`config.mk`:
```
export PLATFORM = sky130hd
export DESIGN_NAME = sram_controller
export DESIGN_NICKNAME = d
export VERILOG_FILES = /design/src/rtl/sram_ctrl_pkg.sv /design/src/rtl/sram_wait_counter.sv /design/src/rtl/sram_controller.sv
export SDC_FILE = /design/constraint.sdc
export NUM_CORES = 1
export LEC_CHECK = 0
export BUFFER_PORTS_ARGS = -buffer_cell sky130_fd_sc_hd__buf_2
export CORE_ASPECT_RATIO = 2
export CORE_MARGIN = 2
export CORE_UTILIZATION = 40
export CTS_BUF_LIST = sky130_fd_sc_hd__clkbuf_4 sky130_fd_sc_hd__clkbuf_8
export CTS_CLUSTER_SIZE = 10
export DETAILED_ROUTE_END_ITERATION = 8
export PLACE_DENSITY_LB_ADDON = 0.25
export SYNTH_ARGS = -nofsm -noshare
export SYNTH_HDL_FRONTEND = slang
export SYNTH_HIERARCHICAL = 1
export SYNTH_SLANG_ARGS = --single-unit
```
`constraint.sdc`:
```
create_clock -name clk -period 2.2 [get_ports clk]
set_input_delay 0.33 -clock clk [delete_from_list [all_inputs] [get_ports clk]]
set_output_delay 0.33 -clock clk [all_outputs]
set_load 0.02 [all_outputs]
```
`src/rtl/sram_ctrl_pkg.sv`:
```
// Shared types and constants for the SRAM controller: FSM states, latched op, SRAM data width.
package sram_ctrl_pkg;

   typedef enum logic [1:0] {IDLE, LOW, HIGH, DONE} state_t;
   typedef enum logic {OP_RD, OP_WR} op_t;

   localparam int unsigned SRAM_DW = 16;

endpackage

```
`src/rtl/sram_wait_counter.sv`:
```
// Per-phase wait counter: counts 0..WAIT_CYCLES-1 and flags the final cycle of a half-word access.
module sram_wait_counter #(
   parameter int unsigned WAIT_CYCLES = 4
) (
   input  logic clk,
   input  logic rst,
   input  logic i_clr,
   input  logic i_en,
   output logic o_last_c
);

   localparam int unsigned CNT_W = $clog2(WAIT_CYCLES);

   logic [CNT_W-1:0] r_cnt;

   always_ff @(posedge clk) begin
      if (rst || i_clr) begin
         r_cnt <= '0;
      end else if (i_en) begin
         r_cnt <= r_cnt + CNT_W'(1);
      end
   end

   assign o_last_c = (r_cnt == CNT_W'(WAIT_CYCLES - 1));

endmodule

```
`src/rtl/sram_controller.sv`:
```
// MEM-stage controller for a 16-bit async SRAM: each 32-bit load/store becomes two
// half-word accesses (low half first) while ready stays low to freeze the pipeline.
module sram_controller
   import sram_ctrl_pkg::*;
#(
   parameter int unsigned WAIT_CYCLES = 4,
   parameter int unsigned BASE_ADDR   = 1024,
   parameter int unsigned ADDR_W      = 18
) (
   input  logic               clk,
   input  logic               rst,
   input  logic               mem_r_en,
   input  logic               mem_w_en,
   input  logic [31:0]        addr,
   input  logic [31:0]        wdata,
   output logic [31:0]        rdata,
   output logic               ready,
   output logic [ADDR_W-1:0]  sram_addr,
   output logic [SRAM_DW-1:0] sram_dq_out,
   output logic               sram_dq_oe,
   input  logic [SRAM_DW-1:0] sram_dq_in,
   output logic               sram_we_n
);

   localparam int unsigned WORD_W = ADDR_W - 1;

   state_t            r_state;
   state_t            w_state_nxt;
   op_t               r_op;
   op_t               w_op_nxt;
   logic [31:0]       r_rdata;
   logic              w_req;
   logic              w_last;
   logic              w_cnt_clr;
   logic              w_cnt_en;
   logic              w_cap_lo;
   logic              w_cap_hi;
   logic [WORD_W-1:0] w_word;

   assign w_req  = mem_r_en | mem_w_en;
   // Offset wraps in 32 bits; byte-lane bits and bits above the SRAM range drop out.
   assign w_word = WORD_W'((addr - 32'(BASE_ADDR)) >> 2);
   assign rdata  = r_rdata;

   sram_wait_counter #(
      .WAIT_CYCLES (WAIT_CYCLES)
   ) u_wait_cnt (
      .clk      (clk),
      .rst      (rst),
      .i_clr    (w_cnt_clr),
      .i_en     (w_cnt_en),
      .o_last_c (w_last)
   );

   always_ff @(posedge clk) begin
      if (rst) begin
         r_state <= IDLE;
         r_op    <= OP_RD;
         r_rdata <= '0;
      end else begin
         r_state <= w_state_nxt;
         r_op    <= w_op_nxt;
         if (w_cap_lo) r_rdata[15:0]  <= sram_dq_in;
         if (w_cap_hi) r_rdata[31:16] <= sram_dq_in;
      end
   end

   always_comb begin
      w_state_nxt = r_state;
      w_op_nxt    = r_op;
      ready       = 1'b0;
      sram_addr   = '0;
      sram_dq_out = '0;
      sram_dq_oe  = 1'b0;
      sram_we_n   = 1'b1;
      w_cnt_clr   = 1'b0;
      w_cnt_en    = 1'b0;
      w_cap_lo    = 1'b0;
      w_cap_hi    = 1'b0;
      case (r_state)
         IDLE: begin
            ready     = ~w_req;
            w_cnt_clr = 1'b1;
            if (w_req) begin
               w_state_nxt = LOW;
               w_op_nxt    = mem_w_en ? OP_WR : OP_RD;
            end
         end
         LOW, HIGH: begin
            w_cnt_en  = 1'b1;
            sram_addr = {w_word, (r_state == HIGH)};
            if (r_op == OP_WR) begin
               // Strobe released on the last cycle so address and data are held past we_n rise.
               sram_dq_oe  = 1'b1;
               sram_we_n   = w_last;
               sram_dq_out = (r_state == HIGH) ? wdata[31:16] : wdata[15:0];
            end else begin
               w_cap_lo = w_last && (r_state == LOW);
               w_cap_hi = w_last && (r_state == HIGH);
            end
            if (w_last) begin
               w_cnt_clr   = 1'b1;
               w_state_nxt = (r_state == LOW) ? HIGH : DONE;
            end
         end
         DONE: begin
            ready       = 1'b1;
            w_cnt_clr   = 1'b1;
            w_state_nxt = IDLE;
         end
         default: w_state_nxt = IDLE;
      endcase
   end

endmodule
```
==> results_dict.tcl <==
set metrics [dict create \
    status "complete, no violations" \
    min-delay-start "sram_dq_in[1]" \
    die_x_microns 52.97 \
    drtAntennaViolNets 0 \
    fp.coreArea_sq_mm 0.004598 \
    insertedDiodeCount 0 \
    netlist_top_cells_area "dfxtp_1 39%, nand2_1 13%, mux2i_1 9.9%" \
    start_kind "input port" \
    ys_top_cells_by_count "68 x nand2_1, 37 x dfxtp_1, 34 x a21oi_1" \
    grt_overflow 0 \
    drtIter0Drc 30 \
    max_freq_mhz 473.7 \
    grt_max_degree 38 \
    worst_ep_required_time_ns 1.87 \
    fin_worst_skew_ns 0.003991 \
    synth_async_sr_flop_share_pct 0 \
    dpl_worst_slack_ns 0.08675 \
    slowest_stage "or4_4" \
    worst_pin_slew_ns 0.6871 \
    cts_htree_levels 2 \
    endpoint_kind "output pin" \
    fill_cells 481 \
    p_clk_share_pct 32.6 \
    place_inst 435 \
    vias 2159 \
    ys_ff_latch 37 \
    finalInstanceArea_sq_mm 0.002766 \
    dpl_cell_area_sq_mm 0.002666 \
    power_frac_comb_pct 20.5 \
    grt_antenna_before_repair 0 \
    seq_area_frac_synth_pct 38.62 \
    post_cts_buffers 0 \
    reg2reg_slack_ns 0.47 \
    core.rowCount 35 \
    area_delta_synth_final_pct 44.23 \
    synth_top_area_cell "dfxtp_1" \
    port_buffers 137 \
    syn_inst 251 \
    hold_violations 0 \
    r2r_start "r_state[1]$_SDFFE_PP0P_" \
    crit_arrival_ns 1.78 \
    hpwl_mm 4.231 \
    finalCritPeriodShare_pct 95.95 \
    finalNonFillerCells 443 \
    seqPwrFrac_pct 46.9 \
    cellPowerDensity_mw_per_mm2 526.4 \
    hold_depth 3 \
    dieArea_sq_mm 0.005399 \
    grt_pass1_vias 1870 \
    report.final.setup_viol 0 \
    vias_per_cell 4.874 \
    yosysTopAreaCellShare_pct 38.62 \
    root_buffer "clkbuf_8" \
    p_int_mw 1.067 \
    drc_errors 0 \
    finalWorstSetupSlack_ns 0.08912 \
    cts_tree "done" \
    drive_gt1_share_pct 41.24 \
    insertion_delay_ns 0.27 \
    cp_common_cell "buf_2" \
    sw_frac_of_total_pct 26.71 \
    whs_endpoint "rdata[1]$_SDFFE_PP0P_" \
    relSlewSlack_pct 54.20 \
    path_class "in2out" \
    post-route-util_pct 60.16 \
    avgSynthCellArea_sq_um 7.642 \
    maxCapViolCount 0 \
    wl_mm 5.408 \
    place.gp.congestion 0.7986 \
    synth_nets 341 \
    finalHoldWorstSlack_ns 0.2986 \
    initial_core_util_pct 41.71 \
    syn-cell-area_sq_mm 0.001918 \
    crit_buf_inv 2 \
    leakage_nw 1.338 \
    avgRoutedWirePerCell_microns 12.21 \
    crit_path_max_incr_delay_ns 0.54 \
    ios 153 \
    reg2reg_depth 7 \
    cts.sinks 37 \
    p_switching_uw 389.0 \
    grt_use_total_pct 19.34 \
    num-nets-final 477 \
    post-route-min-period_ns 2.111 \
    synth-edff-count 0 \
    peakVddDrop_mv 0.7303 \
    yosys_warnings 6 \
    cts_buffers 5 \
    grt_first_pass_wirelength_mm 8.079 \
    die_h_microns 101.9 \
    synth_cell_types 29 \
    dr.pass1.iters 4 \
    clk_path_buf_depth 2 \
    drv_slew 0 \
    synth.most_common_cell "nand2_1" \
    path_cells "buf_2, or4_4, or4_1, a21boi_1, buf_2" \
    synthFlopType "dfxtp_1" \
    cp_top_family "simple AND/OR/NAND/NOR gates" \
    clk_pin_slew_ns 0.07 \
    path_max_fanout 4 \
    timing.rr.end "rdata[27]$_SDFFE_PP0P_" \
    hp-class "in2reg" \
]
-- state kept, by name, summed over array words and instances (netlist names) --
signal	flops
u_wait_cnt/r_cnt	2
r_op	1
r_state	2
rdata	32
-- logic make-up after synthesis --
logic type	share of synthesized area, %
compound gates	12.79
buf+inv	4.631
simple gates	29.22
mux	9.915
xor+xnor	0.9134
fa+ha+maj	3.914
flops	38.62
-- worst reg2reg max path, delay by kind of cell (launching register included) --
kind,cells,cell delay [ns]
buf+inv,3,0.51
flops,1,0.40
fa+ha+maj,1,0.32
simple gates,2,0.30
compound gates,1,0.13
-- cell usage in the layout (no fill, tap or decap), drive strengths merged --
cell type	Yosys	routed
nand3	1	1
or4	3	3
mux2i	19	19
clkbuf	11	8
or3	2	2
nand2b	3	3
o21ai	3	3
nor3b	1	1
and4b	2	2
a21boi	5	5
a22oi	1	1
buf	5	145
dfxtp	37	37
inv	6	6
xnor2	2	2
and2	9	9
nor2	21	21
or4b	1	1
nand4b	2	2
o31ai	2	2
nor2b	3	3
ha	6	6
or3b	1	1
nand2	68	68
nor3	3	3
a21oi	34	34
-- per-layer routing --
| layer | part of all wire [%] | routed length (microns) | global-route usage (%) |
|---|---|---|---|
| met1 | 37 | 2002 | 19.71 |
| met2 | 53 | 2876 | 37.60 |
| met3 | 8.8 | 477 | 3.216 |
| met4 | 0.96 | 52 | 6.509 |
| met5 | 0 | 0 | 0 |
-- how the worst max path moves through the flow --
stage | start | endpoint | slack (ns) | cells past startpoint
finish | addr[16] | sram_addr[17] | 0.09 | 5
global route | r_state[0]$_SDFFE_PP0P_ | sram_we_n | -0.002 | 6
CTS | r_state[0]$_SDFFE_PP0P_ | sram_we_n | 0.05 | 6
detailed placement | addr[16] | sram_addr[17] | 0.09 | 5
global placement | addr[16] | sram_addr[17] | 0.1 | 5
floorplan | addr[16] | sram_addr[17] | 0.17 | 3
-- power groups by stage --
| stage | clock [mW] | sequential (mW) | combinational [mW] |
|---|---|---|---|
| 4_1_cts | 0.494 | 0.682 | 0.297 |
| 5_1_grt | 0.512 | 0.683 | 0.328 |
| 3_3_place_gp | 0 | 0.698 | 0.290 |
| 6_report | 0.475 | 0.683 | 0.298 |
| 2_1_floorplan | 0 | 0.695 | 0.171 |
| 3_5_place_dp | 0 | 0.698 | 0.296 |
-- repair_timing --
action / 4_1_cts / 5_1_grt
endpoints found under the setup margin: 0 / 4
hold buffers: 0 / 0
gates resized for setup: 0 / 3
-- cell type report --
cell class / instances / area [sq um] / share of cell area [%]
Multi-Input combinational cell: 192 / 1094 / 39.53
Clock buffer: 8 / 91.34 / 3.302
Timing Repair Buffer: 145 / 749.5 / 27.09
Sequential cell: 37 / 740.7 / 26.78
Inverter: 6 / 22.52 / 0.8141
Tap cell: 55 / 68.82 / 2.488
-- per-stage QoR --
stage / TNS (ns) / total power, mW
CTS: 0 / 1.474
finish: 0 / 1.456
floorplan: 0 / 0.8660
global placement: 0 / 0.9880
global route: -0.002562 / 1.523
detailed placement: 0 / 0.9940
No activity file was read; power rests on OpenSTA's default activity.
